## src/rtl/keypad_encoder.sv

```systemverilog
// keypad_encoder
//   Front end of the synthesizer. Synchronizes 15 raw, bouncing keypad
//   buttons and produces debounced, glitch-free outputs for the later stages.
//
// Ports:
//   clk          system clock
//   reset        synchronous, active-high reset
//   keypad_i     raw buttons, active-high.
//                [12:0] are the note keys, [13] is the mode key,
//                [14] is the series key.
//   keycode      debounced note code.
//                0 = no note; 1..13 = keypad_i[0..12], lowest index wins.
//   note_strobe  one-cycle pulse when keycode takes a new nonzero value
//   mode_key     one-cycle pulse on a debounced press of keypad_i[13]
//   series_key   one-cycle pulse on a debounced press of keypad_i[14]
//
// Every output comes straight from a flop, so there is no combinational
// path from keypad_i to any output.
module keypad_encoder #(
    parameter int DEBOUNCE_CYCLES = 120000,
    parameter int CNT_W           = 20
) (
    input  logic        clk,
    input  logic        reset,
    input  logic [14:0] keypad_i,
    output logic [3:0]  keycode,
    output logic        note_strobe,
    output logic        mode_key,
    output logic        series_key
);

    // A candidate is accepted once the counter has reached this value while
    // the raw input has matched the candidate on every cycle.
    localparam logic [CNT_W-1:0] LAST = CNT_W'(DEBOUNCE_CYCLES - 1);

    logic [14:0]      sync1_r;
    logic [14:0]      sync2_r;
    logic [3:0]       raw_s;
    logic [3:0]       cand_r;
    logic [CNT_W-1:0] cnt_r;
    logic [3:0]       stable_r;
    logic             strobe_r;

    // Index 0 is the mode key and index 1 is the series key.
    logic [1:0]       ctl_cand_r;
    logic [CNT_W-1:0] ctl_cnt_r [2];
    logic [1:0]       ctl_stable_r;
    logic [1:0]       ctl_pulse_r;

    // Priority encoder: 1 + the lowest set index, or 0 if no bit is set.
    // The scan runs from the top index downward, so the lowest set index is
    // the last one written and therefore wins.
    function automatic logic [3:0] encode_note(input logic [12:0] bits);
        logic [3:0] code;
        code = 4'd0;
        for (int i = 12; i >= 0; i--) begin
            if (bits[i]) begin
                code = 4'(i + 1);
            end
        end
        return code;
    endfunction

    assign raw_s = encode_note(sync2_r[12:0]);

    // Synchronizers, the note debounce path, and the note strobe.
    always_ff @(posedge clk) begin
        if (reset) begin
            sync1_r  <= 15'd0;
            sync2_r  <= 15'd0;
            cand_r   <= 4'd0;
            cnt_r    <= '0;
            stable_r <= 4'd0;
            strobe_r <= 1'b0;
        end else begin
            sync1_r  <= keypad_i;
            sync2_r  <= sync1_r;
            strobe_r <= 1'b0;
            if (raw_s != cand_r) begin
                // A new raw value restarts the hold count.
                cand_r <= raw_s;
                cnt_r  <= '0;
            end else if (cnt_r == LAST) begin
                // The counter saturates here. Stable is updated only when the
                // candidate differs, so a held key updates stable just once.
                if (cand_r != stable_r) begin
                    stable_r <= cand_r;
                    strobe_r <= (cand_r != 4'd0);
                end
            end else begin
                cnt_r <= cnt_r + {{(CNT_W-1){1'b0}}, 1'b1};
            end
        end
    end

    // Control keys: each has its own 1-bit debounce and a rising-edge pulse.
    always_ff @(posedge clk) begin
        if (reset) begin
            ctl_cand_r   <= 2'b00;
            ctl_stable_r <= 2'b00;
            ctl_pulse_r  <= 2'b00;
            for (int j = 0; j < 2; j++) begin
                ctl_cnt_r[j] <= '0;
            end
        end else begin
            for (int j = 0; j < 2; j++) begin
                ctl_pulse_r[j] <= 1'b0;
                if (sync2_r[13+j] != ctl_cand_r[j]) begin
                    ctl_cand_r[j] <= sync2_r[13+j];
                    ctl_cnt_r[j]  <= '0;
                end else if (ctl_cnt_r[j] == LAST) begin
                    if (ctl_cand_r[j] != ctl_stable_r[j]) begin
                        ctl_stable_r[j] <= ctl_cand_r[j];
                        // Only the 0 -> 1 transition (a press) gives a pulse.
                        ctl_pulse_r[j]  <= ctl_cand_r[j];
                    end
                end else begin
                    ctl_cnt_r[j] <= ctl_cnt_r[j] + {{(CNT_W-1){1'b0}}, 1'b1};
                end
            end
        end
    end

    assign keycode     = stable_r;
    assign note_strobe = strobe_r;
    assign mode_key    = ctl_pulse_r[0];
    assign series_key  = ctl_pulse_r[1];

endmodule

```

## config.mk

```make
export PLATFORM = sky130hd
export DESIGN_NAME = keypad_encoder
export DESIGN_NICKNAME = d
export VERILOG_FILES = /design/src/rtl/keypad_encoder.sv
export SDC_FILE = /design/constraint.sdc
export NUM_CORES = 1
export LEC_CHECK = 0
export CORE_ASPECT_RATIO = 1.1
export CORE_UTILIZATION = 56
export CTS_BUF_LIST = sky130_fd_sc_hd__clkbuf_8
export CTS_CLUSTER_DIAMETER = 40
export DETAILED_ROUTE_END_ITERATION = 16
export GPL_TIMING_DRIVEN = 0
export PLACE_DENSITY = 0.78
export SYNTH_ARGS = -nofsm -noshare
export SYNTH_HDL_FRONTEND = slang
export SYNTH_SLANG_ARGS = --single-unit
```

## constraint.sdc

```tcl
create_clock -name clk -period 2.2 [get_ports clk]
set_clock_uncertainty 0.15 [all_clocks]
set_input_delay 0.66 -clock clk [delete_from_list [all_inputs] [get_ports clk]]
set_output_delay 0.66 -clock clk [all_outputs]
set_load 0.05 [all_outputs]
```

==> results.py <==
metrics = {
    "run_status": {
        "outcome": "finished, violations left",
        "violations": "setup timing",
    },
    "yosys": {
        "synth_warnings": 0,
        "syn_nets": 478,
        "yosysSeqAreaShare": 0.543,
        "yosysTopAreaCellShare": 0.282,
        "synth-seq-cells": 105,
        "synth_ff_type": "dfxtp_1",
        "synthCells": 458,
        "avgSynthCellArea_um2": 10.1,
        "ys_types": 46,
        "synth_edf_count": 40,
        "yosys.area.top_type": "dfxtp_1",
        "async_reset_ff_frac": 0,
        "synth.area.top_cells": "dfxtp_1, edfxtp_1, xor2_1",
        "netlist_area_um2": 4610,
    },
    "sta": {
        "maxSlewHeadroom": 0.618,
        "finalHoldViolCount": 0,
        "tightest_slew_ns": 0.569,
        "worst_slack_ns": -0.121,
        "drv_slew": 0,
        "post-route-min-period_ns": 2.32,
        "rsz0062_at_grt": "true",
        "finalCritPeriodShare": 1.06,
        "setup_violations": 25,
        "fin_hold_ws_ns": 0.285,
        "fmax_ghz": 0.431,
    },
    "grt": {
        "grt_pass1_wl_um": 14200,
        "grt_max_degree": 21,
        "grt_usage": 0.211,
        "grt_remaining_overflow": 0,
        "antenna_found_initial": 0,
        "grt_pass1_vias": 3239,
    },
    "setup_path": {
        "critical_path_class": "flip-flop to flip-flop",
        "crit_buf_inv": 2,
        "arrival_ns": 2.47,
        "cp_max_fo": 5,
        "max_stage_delay_ns": 0.35,
        "crit_chain": "buf_4 -> nor4_1 -> o21ai_0 -> or3_1 -> a31oi_2 -> nand4_2 -> buf_6 -> nor3_4",
        "start_kind": "flip-flop",
        "crit_slowest_cell": "or3_1",
        "worstPathRequired_ns": 2.35,
        "cp_top_family": "simple AND/OR/NAND/NOR gates",
        "end_kind": "flip-flop",
    },
    "finish": {
        "final_util": 0.709,
        "mostFrequentLayoutCells": "nor2_1, dfxtp_1, edfxtp_1",
        "seq_area_um2": 2520,
        "final_common_cell": "nor2_1",
        "drive_gt1_frac": 0.183,
        "nets": 546,
        "multiInputGateArea_um2": 2210,
        "instances_no_fill": 639,
        "num_antenna_cells": 0,
        "syn_to_final_growth_pct": 22.2,
        "fillers": 571,
    },
    "cts": {
        "hold_buffers": 0,
        "htree_levels": 3,
        "cts_tree": "done",
        "cts.sinks": 105,
        "clkTransAtPathRegs_ns": 0.11,
        "clock_latency_ns": 0.36,
        "cts_buffer_depth": 2,
        "numCtsBuffers": 9,
        "clockRootBuffer": "clkbuf_8",
    },
    "power_and_ir_drop": {
        "p_leak_nw": 2.12,
        "power_w": 0.00351,
        "switching_share": 0.250,
        "max-vdd-ir-drop_mv": 0.481,
        "p_seq_frac": 0.593,
        "clkPwrFrac": 0.327,
        "p_switching_w": 0.000876,
        "power.density_nw_per_um2": 623,
        "internal_power_w": 0.00263,
        "p_comb_frac": 0.079,
    },
    "floorplanning": {
        "die_area_um2": 8600,
        "die_h_um": 97.2,
        "core_area_um2": 7960,
        "chipWidth_um": 88.5,
        "ios": 24,
        "start_util": 0.580,
        "rows": 34,
    },
    "worst_hold_path": {
        "hold_class": "flip-flop to flip-flop",
    },
    "placement": {
        "dp_cells": 589,
        "place_ws_ns": -0.564,
        "hpwlAfterDp_um": 5310,
        "gp_congestion": 0.809,
        "io_buffers": 23,
    },
    "route": {
        "ant_nets": 0,
        "drt_pass1_iterations": 4,
        "routed_via_density": 5.43,
        "vias": 3469,
        "routed_wl_um": 8910,
        "drt_iter0_drc": 171,
        "wl_per_cell_um": 13.9,
        "route.detailed.drc": 0,
    },
    "job": {
        "cap_violations": 0,
    },
}
cell type report:
class                           count  area share
Sequential cell                   105       0.447
Multi-Input combinational cell    336       0.392
Timing Repair Buffer               57      0.0852
Tap cell                          108      0.0240
Clock buffer                        9      0.0220
Buffer                             10      0.0124
Clock inverter                      7      0.0122
Inverter                            7     0.00466
synthesized netlist by cell type, types with 2 or more instances:
| cell type | number |
|---|---|
| xor2_1 | 36 |
| or3_1 | 5 |
| and4b_1 | 2 |
| a211oi_1 | 2 |
| and3_1 | 13 |
| a21oi_1 | 6 |
| nor4b_1 | 3 |
| nand2b_1 | 2 |
| nor2b_1 | 34 |
| mux2i_1 | 6 |
| and4_1 | 2 |
| buf_2 | 3 |
| ha_1 | 3 |
| clkbuf_1 | 6 |
| and2_1 | 4 |
| nand4_1 | 14 |
| dfxtp_1 | 65 |
| nor4_1 | 7 |
| nand2_1 | 38 |
| edfxtp_1 | 40 |
| nand3_1 | 20 |
| nor3_1 | 12 |
| a2111oi_2 | 2 |
| nor2_1 | 79 |
| o21ai_0 | 8 |
| nor3_2 | 2 |
| xnor2_1 | 19 |
| inv_1 | 6 |
| a21o_1 | 2 |
power by group through the flow:
| stage | Combinational, W | Sequential [W] | Clock (W) |
|---|---|---|---|
| floorplan | 0.000144 | 0.00212 | 0 |
| global placement | 0.000196 | 0.00213 | 0 |
| detailed placement | 0.000202 | 0.00213 | 0 |
| CTS | 0.000235 | 0.00208 | 0.00117 |
| global route | 0.000304 | 0.00209 | 0.00127 |
| finish | 0.000278 | 0.00208 | 0.00115 |
per-layer routing:
| layer | wire, um | global-route usage | up-vias |
|---|---|---|---|
| li1 | - | - | 1721 |
| met1 | 3990 | 0.257 | 1661 |
| met2 | 4500 | 0.365 | 73 |
| met3 | 258 | 0.0348 | 14 |
| met4 | 154 | 0.0806 | 0 |
| met5 | 0 | 0 | - |
repair_timing:
action                     in CTS  in global routing
pin swaps                       9                  5
setup endpoints to repair      98                 89
resized for setup              36                 21
hold endpoints to repair        0                  0
gates cloned                    1                  1
buffers inserted               13                 20
kinds of logic after synthesis:
group	after synthesis	synth area share
compound gates	27	0.0442
mux	6	0.0130
simple gates	244	0.270
flops	105	0.543
xor+xnor	55	0.104
buf+inv	18	0.0179
fa+ha+maj	3	0.00814
worst paths after layout:
kind | endpoint | depth (start not counted) | from | slack [ns]
setup reg to reg | note_strobe$_SDFF_PP0_ | 8 | sync2_r[8]$_SDFF_PP0_ | -0.12
setup / recovery | note_strobe$_SDFF_PP0_ | 8 | sync2_r[8]$_SDFF_PP0_ | -0.12
hold / removal | sync2_r[6]$_SDFF_PP0_ | 1 | sync1_r[6]$_SDFF_PP0_ | 0.29
hold reg to reg | sync2_r[6]$_SDFF_PP0_ | 1 | sync1_r[6]$_SDFF_PP0_ | 0.29
sequential cells by signal (all words and copies together) (netlist names):
register	cells
ctl_stable_r	2
note_strobe	1
ctl_cnt_r	40
ctl_pulse_r	2
cnt_r	20
sync1_r	15
ctl_cand_r	2
sync2_r	15
keycode	4
cand_r	4
stage by stage:
step           setup TNS (ns)  area [um^2]
2_1_floorplan               0         4650
3_3_place_gp           -27.67         5020
3_5_place_dp           -30.05         5020
4_1_cts                -0.468         5390
5_1_grt                 -6.38         5640
6_report                -1.30         5640
(Power assumes the default switching activity.)
